[src/rtl/mem_port_arbiter_if.sv]
// Request/memory bus bundle for mem_port_arbiter; the arbiter takes the slave modport.
// Wait-counter signals exist only when MEM_ARB_PERF_CNT_EN is defined.
interface mem_port_arbiter_if;
    logic        if_req_i;
    logic [31:0] if_addr_i;
    logic        dm_read_i;
    logic        dm_write_i;
    logic [31:0] dm_addr_i;
    logic [31:0] dm_wdata_i;
    logic        mem_req_o;
    logic        mem_we_o;
    logic [31:0] mem_addr_o;
    logic [31:0] mem_wdata_o;
    logic [31:0] mem_rdata_i;
    logic        if_ack_o;
    logic        dm_ack_o;
    logic [31:0] if_rdata_o;
    logic [31:0] dm_rdata_o;
    logic        stall_if_o;
    logic        stall_mem_o;
`ifdef MEM_ARB_PERF_CNT_EN
    logic [31:0] if_wait_cnt_o;
    logic [31:0] dm_wait_cnt_o;
`endif

    modport slave (
        input  if_req_i, if_addr_i, dm_read_i, dm_write_i, dm_addr_i, dm_wdata_i, mem_rdata_i,
`ifdef MEM_ARB_PERF_CNT_EN
        output if_wait_cnt_o, dm_wait_cnt_o,
`endif
        output mem_req_o, mem_we_o, mem_addr_o, mem_wdata_o, if_ack_o, dm_ack_o,
        output if_rdata_o, dm_rdata_o, stall_if_o, stall_mem_o
    );

    modport master (
        output if_req_i, if_addr_i, dm_read_i, dm_write_i, dm_addr_i, dm_wdata_i, mem_rdata_i,
`ifdef MEM_ARB_PERF_CNT_EN
        input  if_wait_cnt_o, dm_wait_cnt_o,
`endif
        input  mem_req_o, mem_we_o, mem_addr_o, mem_wdata_o, if_ack_o, dm_ack_o,
        input  if_rdata_o, dm_rdata_o, stall_if_o, stall_mem_o
    );
endinterface

[src/rtl/mem_port_arbiter.sv]
// Arbitrates instruction fetch and data access onto one single-port memory, DM first with
// IF/DM alternation. Define MEM_ARB_PERF_CNT_EN to add saturating stall-cycle counters.
module mem_port_arbiter #(
    parameter int unsigned MEM_LAT = 2
) (
    input logic             clk_i,
    input logic             rst_i,
    mem_port_arbiter_if.slave bus
);
    typedef enum logic [1:0] {StIdle, StServeDm, StServeIf} state_e;

    state_e      state_q, state_d;
    logic [3:0]  cnt_q, cnt_d;
    logic [31:0] addr_q, addr_d;
    logic [31:0] wdata_q, wdata_d;
    logic        we_q, we_d;
    logic        prefer_if_q, prefer_if_d;
    logic [31:0] if_rdata_q, dm_rdata_q;

    logic dm_pend, last_cycle, if_ack, dm_ack, decide, grant_dm, grant_if;

    assign dm_pend    = bus.dm_read_i | bus.dm_write_i;
    assign last_cycle = (state_q != StIdle) && (cnt_q == 4'd0);
    assign if_ack     = (state_q == StServeIf) && last_cycle;
    assign dm_ack     = (state_q == StServeDm) && last_cycle;
    assign decide     = (state_q == StIdle) || last_cycle;

    always_comb begin
        state_d     = state_q;
        cnt_d       = cnt_q;
        addr_d      = addr_q;
        wdata_d     = wdata_q;
        we_d        = we_q;
        prefer_if_d = prefer_if_q;
        grant_dm    = 1'b0;
        grant_if    = 1'b0;

        // prefer_if_q only bites on a DM ack cycle; from idle DM always wins.
        if (decide) begin
            if (dm_pend && !(last_cycle && prefer_if_q && bus.if_req_i)) begin
                grant_dm = 1'b1;
            end else if (bus.if_req_i) begin
                grant_if = 1'b1;
            end
        end

        if (grant_dm) begin
            state_d     = StServeDm;
            cnt_d       = 4'(MEM_LAT - 1);
            addr_d      = bus.dm_addr_i;
            wdata_d     = bus.dm_wdata_i;
            we_d        = bus.dm_write_i;
            prefer_if_d = 1'b1;
        end else if (grant_if) begin
            state_d     = StServeIf;
            cnt_d       = 4'(MEM_LAT - 1);
            addr_d      = bus.if_addr_i;
            wdata_d     = 32'h0;
            we_d        = 1'b0;
            prefer_if_d = 1'b0;
        end else if (decide) begin
            state_d     = StIdle;
            prefer_if_d = 1'b0;
        end else begin
            cnt_d = cnt_q - 4'd1;
        end
    end

    always_ff @(posedge clk_i or posedge rst_i) begin
        if (rst_i) begin
            state_q     <= StIdle;
            cnt_q       <= 4'd0;
            addr_q      <= 32'h0;
            wdata_q     <= 32'h0;
            we_q        <= 1'b0;
            prefer_if_q <= 1'b0;
            if_rdata_q  <= 32'h0;
            dm_rdata_q  <= 32'h0;
        end else begin
            state_q     <= state_d;
            cnt_q       <= cnt_d;
            addr_q      <= addr_d;
            wdata_q     <= wdata_d;
            we_q        <= we_d;
            prefer_if_q <= prefer_if_d;
            if (if_ack) begin
                if_rdata_q <= bus.mem_rdata_i;
            end
            if (dm_ack && !we_q) begin
                dm_rdata_q <= bus.mem_rdata_i;
            end
        end
    end

    assign bus.mem_req_o   = (state_q != StIdle);
    assign bus.mem_we_o    = (state_q == StServeDm) && we_q;
    assign bus.mem_addr_o  = addr_q;
    assign bus.mem_wdata_o = wdata_q;
    assign bus.if_ack_o    = if_ack;
    assign bus.dm_ack_o    = dm_ack;
    // Read data is forwarded in the ack cycle so it is valid together with the ack pulse.
    assign bus.if_rdata_o  = if_ack ? bus.mem_rdata_i : if_rdata_q;
    assign bus.dm_rdata_o  = (dm_ack && !we_q) ? bus.mem_rdata_i : dm_rdata_q;
    assign bus.stall_if_o  = bus.if_req_i & ~if_ack;
    assign bus.stall_mem_o = dm_pend & ~dm_ack;

`ifdef MEM_ARB_PERF_CNT_EN
    logic [31:0] if_wait_q, dm_wait_q;

    always_ff @(posedge clk_i or posedge rst_i) begin
        if (rst_i) begin
            if_wait_q <= 32'h0;
            dm_wait_q <= 32'h0;
        end else begin
            if (bus.stall_if_o && (if_wait_q != 32'hFFFF_FFFF)) begin
                if_wait_q <= if_wait_q + 32'd1;
            end
            if (bus.stall_mem_o && (dm_wait_q != 32'hFFFF_FFFF)) begin
                dm_wait_q <= dm_wait_q + 32'd1;
            end
        end
    end

    assign bus.if_wait_cnt_o = if_wait_q;
    assign bus.dm_wait_cnt_o = dm_wait_q;
`endif
endmodule

[src/flat_wrapper.sv]
// flat-port wrapper written by rule: the top's interface ports become plain ports
module mem_port_arbiter_flat 
#(
    parameter int unsigned MEM_LAT = 2
)
  (clk_i, rst_i, bus_if_req_i, bus_if_addr_i, bus_dm_read_i, bus_dm_write_i, bus_dm_addr_i, bus_dm_wdata_i, bus_mem_rdata_i, bus_mem_req_o, bus_mem_we_o, bus_mem_addr_o, bus_mem_wdata_o, bus_if_ack_o, bus_dm_ack_o, bus_if_rdata_o, bus_dm_rdata_o, bus_stall_if_o, bus_stall_mem_o);
  mem_port_arbiter_if bus_i ();
  input logic clk_i;
  input logic rst_i;
  input wire logic [$bits(bus_i.if_req_i)-1:0] bus_if_req_i;
  input wire logic [$bits(bus_i.if_addr_i)-1:0] bus_if_addr_i;
  input wire logic [$bits(bus_i.dm_read_i)-1:0] bus_dm_read_i;
  input wire logic [$bits(bus_i.dm_write_i)-1:0] bus_dm_write_i;
  input wire logic [$bits(bus_i.dm_addr_i)-1:0] bus_dm_addr_i;
  input wire logic [$bits(bus_i.dm_wdata_i)-1:0] bus_dm_wdata_i;
  input wire logic [$bits(bus_i.mem_rdata_i)-1:0] bus_mem_rdata_i;
  output wire logic [$bits(bus_i.mem_req_o)-1:0] bus_mem_req_o;
  output wire logic [$bits(bus_i.mem_we_o)-1:0] bus_mem_we_o;
  output wire logic [$bits(bus_i.mem_addr_o)-1:0] bus_mem_addr_o;
  output wire logic [$bits(bus_i.mem_wdata_o)-1:0] bus_mem_wdata_o;
  output wire logic [$bits(bus_i.if_ack_o)-1:0] bus_if_ack_o;
  output wire logic [$bits(bus_i.dm_ack_o)-1:0] bus_dm_ack_o;
  output wire logic [$bits(bus_i.if_rdata_o)-1:0] bus_if_rdata_o;
  output wire logic [$bits(bus_i.dm_rdata_o)-1:0] bus_dm_rdata_o;
  output wire logic [$bits(bus_i.stall_if_o)-1:0] bus_stall_if_o;
  output wire logic [$bits(bus_i.stall_mem_o)-1:0] bus_stall_mem_o;
  assign bus_i.if_req_i = bus_if_req_i;
  assign bus_i.if_addr_i = bus_if_addr_i;
  assign bus_i.dm_read_i = bus_dm_read_i;
  assign bus_i.dm_write_i = bus_dm_write_i;
  assign bus_i.dm_addr_i = bus_dm_addr_i;
  assign bus_i.dm_wdata_i = bus_dm_wdata_i;
  assign bus_i.mem_rdata_i = bus_mem_rdata_i;
  assign bus_mem_req_o = bus_i.mem_req_o;
  assign bus_mem_we_o = bus_i.mem_we_o;
  assign bus_mem_addr_o = bus_i.mem_addr_o;
  assign bus_mem_wdata_o = bus_i.mem_wdata_o;
  assign bus_if_ack_o = bus_i.if_ack_o;
  assign bus_dm_ack_o = bus_i.dm_ack_o;
  assign bus_if_rdata_o = bus_i.if_rdata_o;
  assign bus_dm_rdata_o = bus_i.dm_rdata_o;
  assign bus_stall_if_o = bus_i.stall_if_o;
  assign bus_stall_mem_o = bus_i.stall_mem_o;
  mem_port_arbiter #(.MEM_LAT(MEM_LAT)) u_core (.clk_i(clk_i), .rst_i(rst_i), .bus(bus_i));
endmodule
[config.mk]
export PLATFORM = sky130hd
export DESIGN_NAME = mem_port_arbiter_flat
export DESIGN_NICKNAME = d
export VERILOG_FILES = /design/src/rtl/mem_port_arbiter_if.sv /design/src/rtl/mem_port_arbiter.sv /design/src/flat_wrapper.sv
export SDC_FILE = /design/constraint.sdc
export NUM_CORES = 1
export LEC_CHECK = 0
export BUFFER_PORTS_ARGS = -buffer_cell sky130_fd_sc_hd__buf_4
export CAP_MARGIN = 20
export CORE_MARGIN = 1
export CORE_UTILIZATION = 41
export DETAILED_ROUTE_END_ITERATION = 12
export PLACE_DENSITY = 0.84
export SLEW_MARGIN = 20
export SYNTH_ARGS = -nofsm -noshare
export SYNTH_HDL_FRONTEND = slang
export SYNTH_SLANG_ARGS = --single-unit
[constraint.sdc]
create_clock -name clk_i -period 3.9 [get_ports clk_i]
set_input_delay 0.39 -clock clk_i [delete_from_list [all_inputs] [get_ports clk_i]]
set_output_delay 0.39 -clock clk_i [all_outputs]
set_load 0.05 [all_outputs]
==> summary.log, run 1 <==
INFO  synthesis      share_of_the_synthesized_area_in_compound_gates_ao_oa_aoi_oai=0.09663
INFO  sta            maxSlewViolCount=0
INFO  worst_hold_path worst_hold_path_type=in2reg
INFO  setup_path     timing.setup.critical_path_class=reg2out
INFO  route          route.final.wire_length=13,610µm
INFO  clocking       ctsRootBufferMaster=clkbuf_16
INFO  setup_path     regToRegStartpoint=u_core.cnt_q[0]
INFO  floorplan      top_level_ports=267
INFO  floorplan      die-area=13,670µm²
INFO  route          post_drt_wl_per_cell=16.05µm
INFO  worst_hold_path min-delay-start=bus_dm_wdata_i[10]
INFO  placement      hpwl=10,010µm
INFO  synthesis      synth.avg_cell_area=13.77µm²
INFO  setup_path     cp.required=3510ps
INFO  sta            maxSlewHeadroom=0.3733
INFO  sta            finalWorstPathRequiredPeriod=3293ps
INFO  synthesis      synthesis.nets=528
INFO  sta            timing_worst_slew_pin_value=940.0ps
INFO  synthesis      synth-edff-count=0
INFO  floorplan      placement_rows=41
INFO  setup_path     worstSetupStartpointType=register
INFO  synthesis      synth_simple_gate_area_share=0.04924
INFO  synthesis      synth_top_family_by_area=multiplexers
INFO  global_route   grt_antenna_before_repair=0
INFO  clocking       cts-hold-fix-buffers=0
INFO  setup_path     worstSetupEndpoint=bus_dm_rdata_o[8]
INFO  clocking       clkTransAtPathRegs=60ps
INFO  clocking       clock_sinks=135
INFO  clocking       worstSkewPairLatency=410ps
INFO  setup_path     worstPathMaxFanout=32
INFO  sta            post-route-period-util=0.8443
INFO  global_route   grt_start_max_net_pins=76
INFO  floorplan      core=12,720µm²
INFO  setup_path     flop_to_flop_setup_slack=1480ps
INFO  synthesis      dominantRegCellSynth=dfrtp_1
INFO  synthesis      synth_adder_area_share=0.004623
INFO  clocking       cts.htree.levels=4
INFO  floorplan      fp.dieH=116.9µm
INFO  setup_path     crit-reg2reg-capture=u_core.dm_rdata_q[8]
INFO  clocking       cts_tree=done
INFO  synthesis      cell_area_after_synthesis=5413µm²
INFO  sta            fin_worst_skew=4.840ps
INFO  placement      io_buffers=266
INFO  clocking       cts_inserted_buffers=17
INFO  synthesis      synth.ff_latch_count=135
INFO  clocking       cts_buffer_depth=2
INFO  cells_and_area area.sequential=3378µm²
INFO  cells_and_area count_of_filler_cells_inserted_in_the_layout=967
INFO  setup_path     cp_endpoint_kind=output pin
INFO  placement      gp_routability_congestion=0.7782
INFO  route          drc_errors=0
INFO  synthesis      yosys.cell_types.count=31
INFO  cells_and_area n_antenna_cell=0
INFO  synthesis      ys_seq_area_frac=0.6241
INFO  cells_and_area final_net_count=798
INFO  route          drt-pass1-iter-count=5
INFO  global_route   vias_in_the_first_global_route=4,215
INFO  route          first_iter_violations=178
INFO  synthesis      syn-instance-count=393
INFO  clocking       number_of_post_cts_setup_repair_buffers=0
INFO  sta            max_freq=303.7MHz
INFO  sta            final-setup-viol-count=0
INFO  route          dr_total_vias=4,149
INFO  route          detail_route.vias_per_cell=4.893
INFO  cells_and_area drive_above_1_share=0.5118
INFO  setup_path     worst-r2r-cell-count=7
INFO  cells_and_area area_growth=50.49%
INFO  global_route   gr-total-overflow=0
INFO  global_route   grt_pass1_wl=20,410µm
INFO  synthesis      yosys_warnings=0
INFO  global_route   grt.total_usage=0.1990
INFO  sta            rsz0062_at_grt=false
INFO  flow_run       max_cap_viol_count=0
INFO  outcome        result_of_the_run=complete, no violations
INFO  synthesis      post_synth_xor_area_fraction=0.001618
INFO  sta            totalNegativeSetupSlack=0ps
INFO  floorplan      die_w=116.9µm
INFO  worst_hold_path worstHoldPathCells=2
INFO  floorplan      floorplan.initialDensity=0.4255
INFO  setup_path     worst_setup_path_startpoint=u_core.cnt_q[0]
INFO  synthesis      async_flop_share=1.000
INFO  synthesis      muxShareOfSynthArea=0.1944
INFO  route          detail-route-antenna-nets=0
INFO  sta            hold_viol_final=0
INFO  setup_path     arrival=2900ps
INFO  cells_and_area multi_input_comb_area=1889µm²
INFO  clocking       post_cts_resized=0
[critical path, cell delays in order (launching register included)]
cell and delay, ps:
dfrtp_1 380, inv_1 110, ha_1 200, or3b_4 410, nor3b_2 230, and2b_1 150, buf_4 370, mux2_1 410
buf_4 200
[registers in the layout (all words and copies together) (netlist names)]
name                    flops
u_core.if_rdata_q          32
u_core.state_q              2
u_core.we_q                 1
u_core.bus.mem_wdata_o     32
u_core.dm_rdata_q          32
u_core.bus.mem_addr_o      32
u_core.cnt_q                4
[worst min path at each step]
stage	slack, ps	end
finish	200	u_core.bus.mem_wdata_o[10]
CTS	180	u_core.bus.mem_wdata_o[10]
floorplan	470	u_core.we_q
global placement	460	u_core.bus.mem_addr_o[24]
detailed placement	470	u_core.bus.mem_addr_o[11]
global route	180	u_core.bus.mem_wdata_o[15]
[synthesized netlist by cell type (4+ instances only)]
cell | number | area share
mux2_2 | 35 | 0.073
o21ai_0 | 33 | 0.031
buf_2 | 4 | 0.0037
mux2_1 | 30 | 0.062
nand2_1 | 35 | 0.024
a22o_1 | 34 | 0.055
dfrtp_1 | 135 | 0.62
buf_4 | 7 | 0.0097
o21ai_1 | 5 | 0.0046
mux2i_1 | 32 | 0.059
clkbuf_1 | 9 | 0.0062
inv_1 | 5 | 0.0035
[metal layers]
layer / track usage / part of all wire / routed length (µm)
met5: 0 / 0 / 0
met4: 0.09705 / 0.021 / 286
met3: 0.06282 / 0.087 / 1180
met2: 0.3483 / 0.51 / 6933
met1: 0.2194 / 0.38 / 5208
[kinds of logic (layout without fill, tap and decap cells)]
group	count (synthesis)	after routing
AND/OR/NAND/NOR	55	55
adder cells (fa/ha/maj)	2	2
multiplexers	97	97
XOR/XNOR	1	1
flip-flops	135	135
AO/OA/AOI/OAI	75	75
buffers and inverters	28	311
[placed cells by master (no fill, tap or decap), drive strengths merged]
cell and n:
buf 274, dfrtp 135, mux2 65, o21ai 38, nand2 35, a22o 34, mux2i 32, clkbuf 21
inv 6, clkinvlp 5, nor2 4, nor3 3, clkinv 3, nor3b 3, nor4b 2, nand3 2
ha 2, bufinv 2, or2 1, o22ai 1, o31ai 1, or3b 1, a21o 1, nand3b 1
and2b 1, and3b 1, and2 1, xnor2 1
[stage by stage]
step	utilization	std cells	hold slack (ps)	worst slack, ps	cell area (µm²)
6_report	0.6402	848	200.6	607.4	8145
3_5_place_dp	0.5944	816	471.7	1046	7562
5_1_grt	0.6402	848	177.1	474.8	8145
2_1_floorplan	-	393	472.9	762.8	5416
3_3_place_gp	0.5944	816	463.8	1173	7562
4_1_cts	0.6402	848	179.0	598.3	8145
[final cells by class]
cell class	count	share of cell area
sequential	135	0.4147
multi-input combinational	230	0.2320
tap	172	0.02642
timing repair buffer	274	0.2525
clock inverter	11	0.01505
clock buffer	21	0.05653
inverter	5	0.002765
Power of run 1 is left out: the tool's default activity adds up to more than one toggle a clock period on the data nets, which glitch-free logic cannot reach.
==> run 2: changes to the inputs <==
- ABC_AREA: not set -> 1
- CORE_UTILIZATION: 41 -> 47
- PLACE_DENSITY: 0.84 -> 0.88
- clock period: 3.9 -> 3.4 ns (I/O delays scaled with it)
==> run 2 against run 1 <==
Effect of this change:
- sequential cell count is the same
- register-to-register slack worse by 190 ps
- sequential share of layout area decreased by 2.0 points
- clock-buffer cell count decreased by 3
- highest routed layer unchanged
- final cell count is 35% higher
==> summary.log, run 2 <==
INFO  setup_path     worstPathMaxFanout=36 [+13%]
INFO  sta            finalHoldWorstSlack=127.0ps [-73.60 ps]
INFO  cells_and_area area_growth=46.78%
INFO  clocking       clkTransAtPathRegs=60ps [about the same]
INFO  sta            max_freq=343.0MHz
INFO  clocking       cts-hold-fix-buffers=1 [+1]
INFO  synthesis      async_flop_share=1.000 [unchanged]
INFO  floorplan      die-area=12,840µm² [-6.0%]
INFO  clocking       ctsRootBufferMaster=clkbuf_16
INFO  route          drt-pass1-iter-count=4 [-1]
INFO  sta            finalWorstPathRequiredPeriod=2915ps
INFO  route          detail_route.vias_per_cell=4.652 [-4.9%]
INFO  setup_path     worst-r2r-cell-count=8 [+1]
INFO  synthesis      yosys.cell_types.count=25 [-19%]
INFO  cells_and_area final_net_count=1,101 [+38%]
INFO  sta            final-setup-viol-count=0 [unchanged]
INFO  sta            fin_worst_skew=7.264ps [+2.424 ps]
INFO  placement      placement.cell_area=7936µm² [+4.9%]
INFO  cells_and_area drive_above_1_share=0.3279 [-0.1839]
INFO  global_route   vias_in_the_first_global_route=5,083 [+21%]
INFO  route          route.final.wire_length=14,950µm [+9.8%]
INFO  cells_and_area mostFrequentLayoutCells=nand2_1 (300), buf_4 (271), dfrtp_1 (135)
INFO  floorplan      core=12,060µm² [-5.2%]
INFO  sta            rsz0062_at_grt=false
INFO  setup_path     worstSetupStartpointType=register
INFO  sta            maxSlewHeadroom=0.5399 [+0.1666]
INFO  global_route   grt_antenna_before_repair=0 [unchanged]
INFO  global_route   gr-total-overflow=0 [unchanged]
INFO  placement      gp_routability_congestion=0.8024 [+3.1%]
INFO  global_route   grt_start_max_net_pins=67 [-12%]
INFO  global_route   grt.total_usage=0.2431 [+0.04412]
INFO  sta            timing_worst_slew_pin_value=690.2ps [-249.8 ps]
INFO  outcome        result_of_the_run=complete, no violations
INFO  clocking       number_of_post_cts_setup_repair_buffers=0 [unchanged]
INFO  synthesis      dominantRegCellSynth=dfrtp_1
INFO  clocking       cts_inserted_buffers=17 [unchanged]
INFO  setup_path     cp.required=3060ps [-450 ps]
INFO  worst_hold_path worst_hold_path_type=in2reg
INFO  floorplan      floorplan.initialDensity=0.4830 [+0.05754]
INFO  sta            totalNegativeSetupSlack=0ps [unchanged]
INFO  synthesis      synth.ff_latch_count=135 [unchanged]
INFO  synthesis      synth-edff-count=0 [unchanged]
INFO  synthesis      synth_largest_area_cell=dfrtp_1
INFO  sta            maxSlewViolCount=0 [unchanged]
INFO  clocking       worstSkewPairLatency=410ps [about the same]
INFO  synthesis      synth_largest_type_area_fraction=0.5799 [-0.04424]
INFO  placement      hpwl=10,840µm [+8.2%]
INFO  floorplan      top_level_ports=267 [unchanged]
INFO  synthesis      ys_seq_area_frac=0.5799 [-0.04424]
INFO  cells_and_area count_of_filler_cells_inserted_in_the_layout=890 [-8.0%]
INFO  route          dr_total_vias=5,336 [+29%]
INFO  cells_and_area layout.cells.most_common=nand2_1
INFO  synthesis      yosys_warnings=0 [unchanged]
INFO  sta            post-route-period-util=0.8575
INFO  route          first_iter_violations=398 [+120%]
INFO  clocking       cts_tree=done
INFO  clocking       clock_sinks=135 [unchanged]
INFO  worst_hold_path worstHoldPathCells=3 [+1]
INFO  synthesis      synthesis.nets=841 [+59%]
INFO  cells_and_area final_design_area_no_fill=8551µm² [+5.0%]
INFO  clocking       cts.htree.levels=4 [unchanged]
INFO  synthesis      synth.area.top_cells=dfrtp_1 (58%), nand2_1 (19%), inv_1 (6.8%), o21ai_1 (4.6%), o21ai_0 (3.9%)
INFO  sta            hold_viol_final=0 [unchanged]
INFO  route          drc_errors=0 [unchanged]
INFO  synthesis      cell_area_after_synthesis=5826µm² [+7.6%]
INFO  clocking       post_cts_resized=0 [unchanged]
INFO  synthesis      synthTopCellsByCount=nand2_1 (300), dfrtp_1 (135), inv_1 (106)
INFO  route          detail-route-antenna-nets=0 [unchanged]
INFO  clocking       cts_buffer_depth=2 [unchanged]
INFO  floorplan      die_w=113.3µm [-3.1%]
INFO  setup_path     arrival=2580ps [-320 ps]
INFO  placement      io_buffers=266 [unchanged]
INFO  setup_path     cp_endpoint_kind=output pin
INFO  synthesis      synthMostInstantiatedCell=nand2_1
INFO  synthesis      syn-instance-count=706 [+80%]
INFO  setup_path     timing.setup.critical_path_class=reg2out
INFO  global_route   grt_pass1_wl=24,190µm [+19%]
INFO  route          post_drt_wl_per_cell=13.03µm [-19%]
INFO  cells_and_area n_antenna_cell=0 [unchanged]
INFO  floorplan      fp.dieH=113.3µm [-3.1%]
INFO  synthesis      synth.avg_cell_area=8.252µm² [-40%]
INFO  floorplan      placement_rows=40 [-2.4%]
INFO  flow_run       max_cap_viol_count=0 [unchanged]
run 2: changes by cell type after synthesis, moves of 5 or more:
cell      change
o21ai_1      +48
inv_1       +101
o21ai_0      +12
a22o_1       -34
mux2_2       -35
nand2_1     +265
buf_2        +16
mux2i_1      -32
nor2_1        +6
mux2_1       -30
clkbuf_1      -5
run 2: cell type report:
type | instances | area (µm²) | area share
Clock buffer | 18 | 429.2 | 0.05019
Clock inverter | 14 | 175.2 | 0.02049
Inverter | 109 | 412.9 | 0.04829
Multi-Input combinational cell | 429 | 1861 | 0.2176
Sequential cell | 135 | 3378 | 0.3951
Tap cell | 168 | 210.2 | 0.02458
Timing Repair Buffer | 274 | 2085 | 0.2438
run 2: final timing paths:
check	end	slack, ps	from
min in group asynchronous	u_core.if_rdata_q[23]	530	rst_i
hold reg to reg	u_core.bus.mem_wdata_o[9]	470	u_core.bus.mem_wdata_o[9]
setup / recovery	bus_dm_rdata_o[24]	480	u_core.cnt_q[0]
setup reg to reg	u_core.bus.mem_addr_o[22]	1290	u_core.cnt_q[0]
max in group asynchronous	u_core.bus.mem_wdata_o[17]	1930	rst_i
hold / removal	u_core.bus.mem_wdata_o[20]	130	bus_dm_wdata_i[20]
run 2: layer usage:
metal | vias to the layer above | GRT usage | wire (µm)
met5 | - | 0 | 0
met4 | 0 | 0.09912 | 290
met3 | 24 | 0.07874 | 1168
met2 | 217 | 0.4139 | 7431
met1 | 2454 | 0.2842 | 6057
li1 | 2641 | - | -
run 2: worst max-delay path, cell delays in order, from the launching register on:
cell and delay (ps):
dfrtp_1 380, inv_1 140, ha_1 320, nand2_4 120
nor2_4 140, nand2_2 310, buf_12 300, o21ai_1 200
buf_4 240
run 2: logic make-up (layout without fill, tap and decap cells):
logic type | after synthesis | count (layout) | share of synthesized area
flip-flops | 135 | 135 | 0.5799
adder cells (fa/ha/maj) | 2 | 2 | 0.004295
AND/OR/NAND/NOR | 325 | 325 | 0.2204
AO/OA/AOI/OAI | 102 | 102 | 0.09128
buffers and inverters | 142 | 415 | 0.1042
run 2: metrics by stage:
| step | utilization | worst slack (ps) | cells |
|---|---|---|---|
| finish | 0.7089 | 484.6 | 1147 |
| global route | 0.7089 | 308.6 | 1147 |
| CTS | 0.7089 | 467.2 | 1147 |
| detailed placement | 0.6580 | 921.4 | 1114 |
| global placement | 0.6580 | 1061 | 1114 |
| floorplan | - | 365.0 | 706 |
Power of run 2 is left out for the same reason.
==> run 3: changes to the inputs <==
- ABC_AREA: 1 -> 0
- CORE_UTILIZATION: 47 -> 46
==> run 3 against run 2 <==
Effect of this change:
- final cell count fell by 29%
- clock-buffer cell count increased by 3
- design area fell by 4.9%
- sequential share of layout area is 2.0 points higher
- via count is 21% lower
- worst hold slack better by 3.6 ps
- die area shrank 5.0%
- first-iteration DRC count shrank 38%
- sequential cell count unchanged
- utilization is 0.31 points higher
- critical endpoint is now bus_dm_rdata_o[6]
==> summary.log, run 3 (synthesized netlist as in run 1, its figures left out) <==
INFO  sta            fin_worst_skew=8.340ps [+1.076 ps]
INFO  route          post_drt_wl_per_cell=17.73µm [+36%]
INFO  placement      gp_routability_congestion=0.8115 [+1.1%]
INFO  cells_and_area area_growth=50.21%
INFO  cells_and_area layout.cells.most_common=buf_4
INFO  global_route   grt.total_usage=0.2446 [+0.001507]
INFO  floorplan      fp.dieH=110.5µm [-2.5%]
INFO  clocking       number_of_post_cts_setup_repair_buffers=0 [unchanged]
INFO  cells_and_area drive_above_1_share=0.5111 [+0.1833]
INFO  floorplan      die_w=110.5µm [-2.5%]
INFO  clocking       worstSkewPairLatency=410ps [about the same]
INFO  setup_path     cp_endpoint_kind=output pin
INFO  setup_path     worstSetupStartpointType=register
INFO  cells_and_area final_net_count=797 [-28%]
INFO  floorplan      die-area=12,200µm² [-5.0%]
INFO  clocking       cts_buffer_depth=2 [unchanged]
INFO  sta            maxSlewViolCount=0 [unchanged]
INFO  outcome        result_of_the_run=complete, no violations
INFO  clocking       cts_tree=done
INFO  setup_path     worst_setup_path_startpoint=u_core.cnt_q[0]
INFO  floorplan      top_level_ports=267 [unchanged]
INFO  sta            post-route-period-util=0.9486 [+0.09117]
INFO  sta            rsz0062_at_grt=false
INFO  placement      io_buffers=266 [unchanged]
INFO  sta            maxSlewHeadroom=0.5207 [-0.01915]
INFO  clocking       cts_inserted_buffers=17 [unchanged]
INFO  global_route   vias_in_the_first_global_route=4,520 [-11%]
INFO  sta            totalNegativeSetupSlack=0ps [unchanged]
INFO  clocking       ctsRootBufferMaster=clkbuf_16
INFO  sta            final-setup-viol-count=0 [unchanged]
INFO  sta            hold_viol_final=0 [unchanged]
INFO  clocking       cts-hold-fix-buffers=0 [-1]
INFO  floorplan      floorplan.initialDensity=0.4740 [-0.008957]
INFO  cells_and_area mostFrequentLayoutCells=buf_4 (271), dfrtp_1 (135), nand2_1 (35), mux2_2 (35), a22o_1 (34)
INFO  sta            finalWorstPathRequiredPeriod=3225ps [+310.0 ps]
INFO  sta            finalHoldWorstSlack=130.6ps [+3.643 ps]
INFO  worst_hold_path worst_hold_path_type=in2async
INFO  route          dr_total_vias=4,236 [-21%]
INFO  setup_path     timing.setup.critical_path_class=reg2out
INFO  route          route.final.wire_length=14,470µm [-3.2%]
INFO  route          first_iter_violations=246 [-38%]
INFO  global_route   grt_antenna_before_repair=0 [unchanged]
INFO  route          drc_errors=0 [unchanged]
INFO  floorplan      placement_rows=39 [-2.5%]
INFO  global_route   gr-total-overflow=0 [unchanged]
INFO  route          drt-pass1-iter-count=4 [unchanged]
INFO  sta            max_freq=310.0MHz [-9.6%]
INFO  setup_path     regToRegStartpoint=u_core.cnt_q[0]
INFO  sta            timing_worst_slew_pin_value=708.9ps [+18.74 ps]
INFO  clocking       cts.htree.levels=4 [unchanged]
INFO  setup_path     arrival=2890ps [+310 ps]
INFO  clocking       clock_sinks=135 [unchanged]
INFO  clocking       clkTransAtPathRegs=50ps [about the same]
INFO  route          detail_route.vias_per_cell=5.191 [+12%]
INFO  global_route   grt_pass1_wl=23,170µm [-4.2%]
INFO  route          detail-route-antenna-nets=0 [unchanged]
INFO  global_route   grt_start_max_net_pins=136 [+100%]
INFO  cells_and_area post-route-util=0.7120 [+0.003111]
INFO  placement      hpwl=10,210µm [-5.8%]
INFO  setup_path     worstPathMaxFanout=32 [-11%]
INFO  floorplan      core=11,420µm² [-5.3%]
INFO  clocking       post_cts_resized=0 [unchanged]
INFO  cells_and_area n_antenna_cell=0 [unchanged]
INFO  flow_run       max_cap_viol_count=0 [unchanged]
INFO  setup_path     cp.required=3060ps [about the same]
[run 3: changes by cell type in the layout (fill, tap and decap cells not counted), sizes merged, moves of 3 or more]
cell and delta:
nor3b +3, nand2 -269, nor3 +3, nor2 -8
clkbuf +3, mux2 +65, a22o +34, clkinv -3
o21ai -60, inv -106, nand3 -4, mux2i +32
[run 3: path summary, 6_finish.rpt]
check / to / slack [ps] / depth (start not counted)
max in group asynchronous: u_core.bus.mem_wdata_o[19] / 2730 / 3
hold reg to reg: u_core.bus.mem_addr_o[3] / 480 / 2
setup reg to reg: u_core.dm_rdata_q[6] / 1000 / 7
setup / recovery: bus_dm_rdata_o[6] / 170 / 8
hold / removal: u_core.if_rdata_q[5] / 130 / 3
min in group clk_i: u_core.bus.mem_wdata_o[22] / 150 / 2
[run 3: cell type report]
class	instances	area, µm²
Inverter	5	22.52
Fill cell	791	3288
Tap cell	143	178.9
Clock buffer	21	470.5
Multi-Input combinational cell	230	1889
Sequential cell	135	3378
Timing Repair Buffer	273	2066
Clock inverter	9	125.1
[run 3: stage by stage]
stage,std cells,setup WS [ps],instance area [µm²]
after floorplan,393,312.8,5416
after CTS,816,67.53,8127
after detailed placement,786,523.7,7531
after global placement,786,736.9,7531
final,816,174.6,8130
after global routing,816,47.19,8130
[run 3: layer usage]
layer	track usage	vias to the layer above	routed length, µm	part of all wire
met1	0.2751	2071	5628	0.39
met3	0.08342	24	1030	0.071
li1	-	1937	-	-
met5	0	-	0	0
met2	0.4261	204	7524	0.52
met4	0.09511	0	286	0.020
[run 3: worst max-delay path, stage by stage, from the launching register on]
cell and delay (ps):
dfrtp_1 380, inv_1 100, ha_1 210, or3b_4 420
nor3b_2 260, and2b_1 180, buf_6 290, mux2_1 400
buf_4 210
Power of run 3 is left out for the same reason.
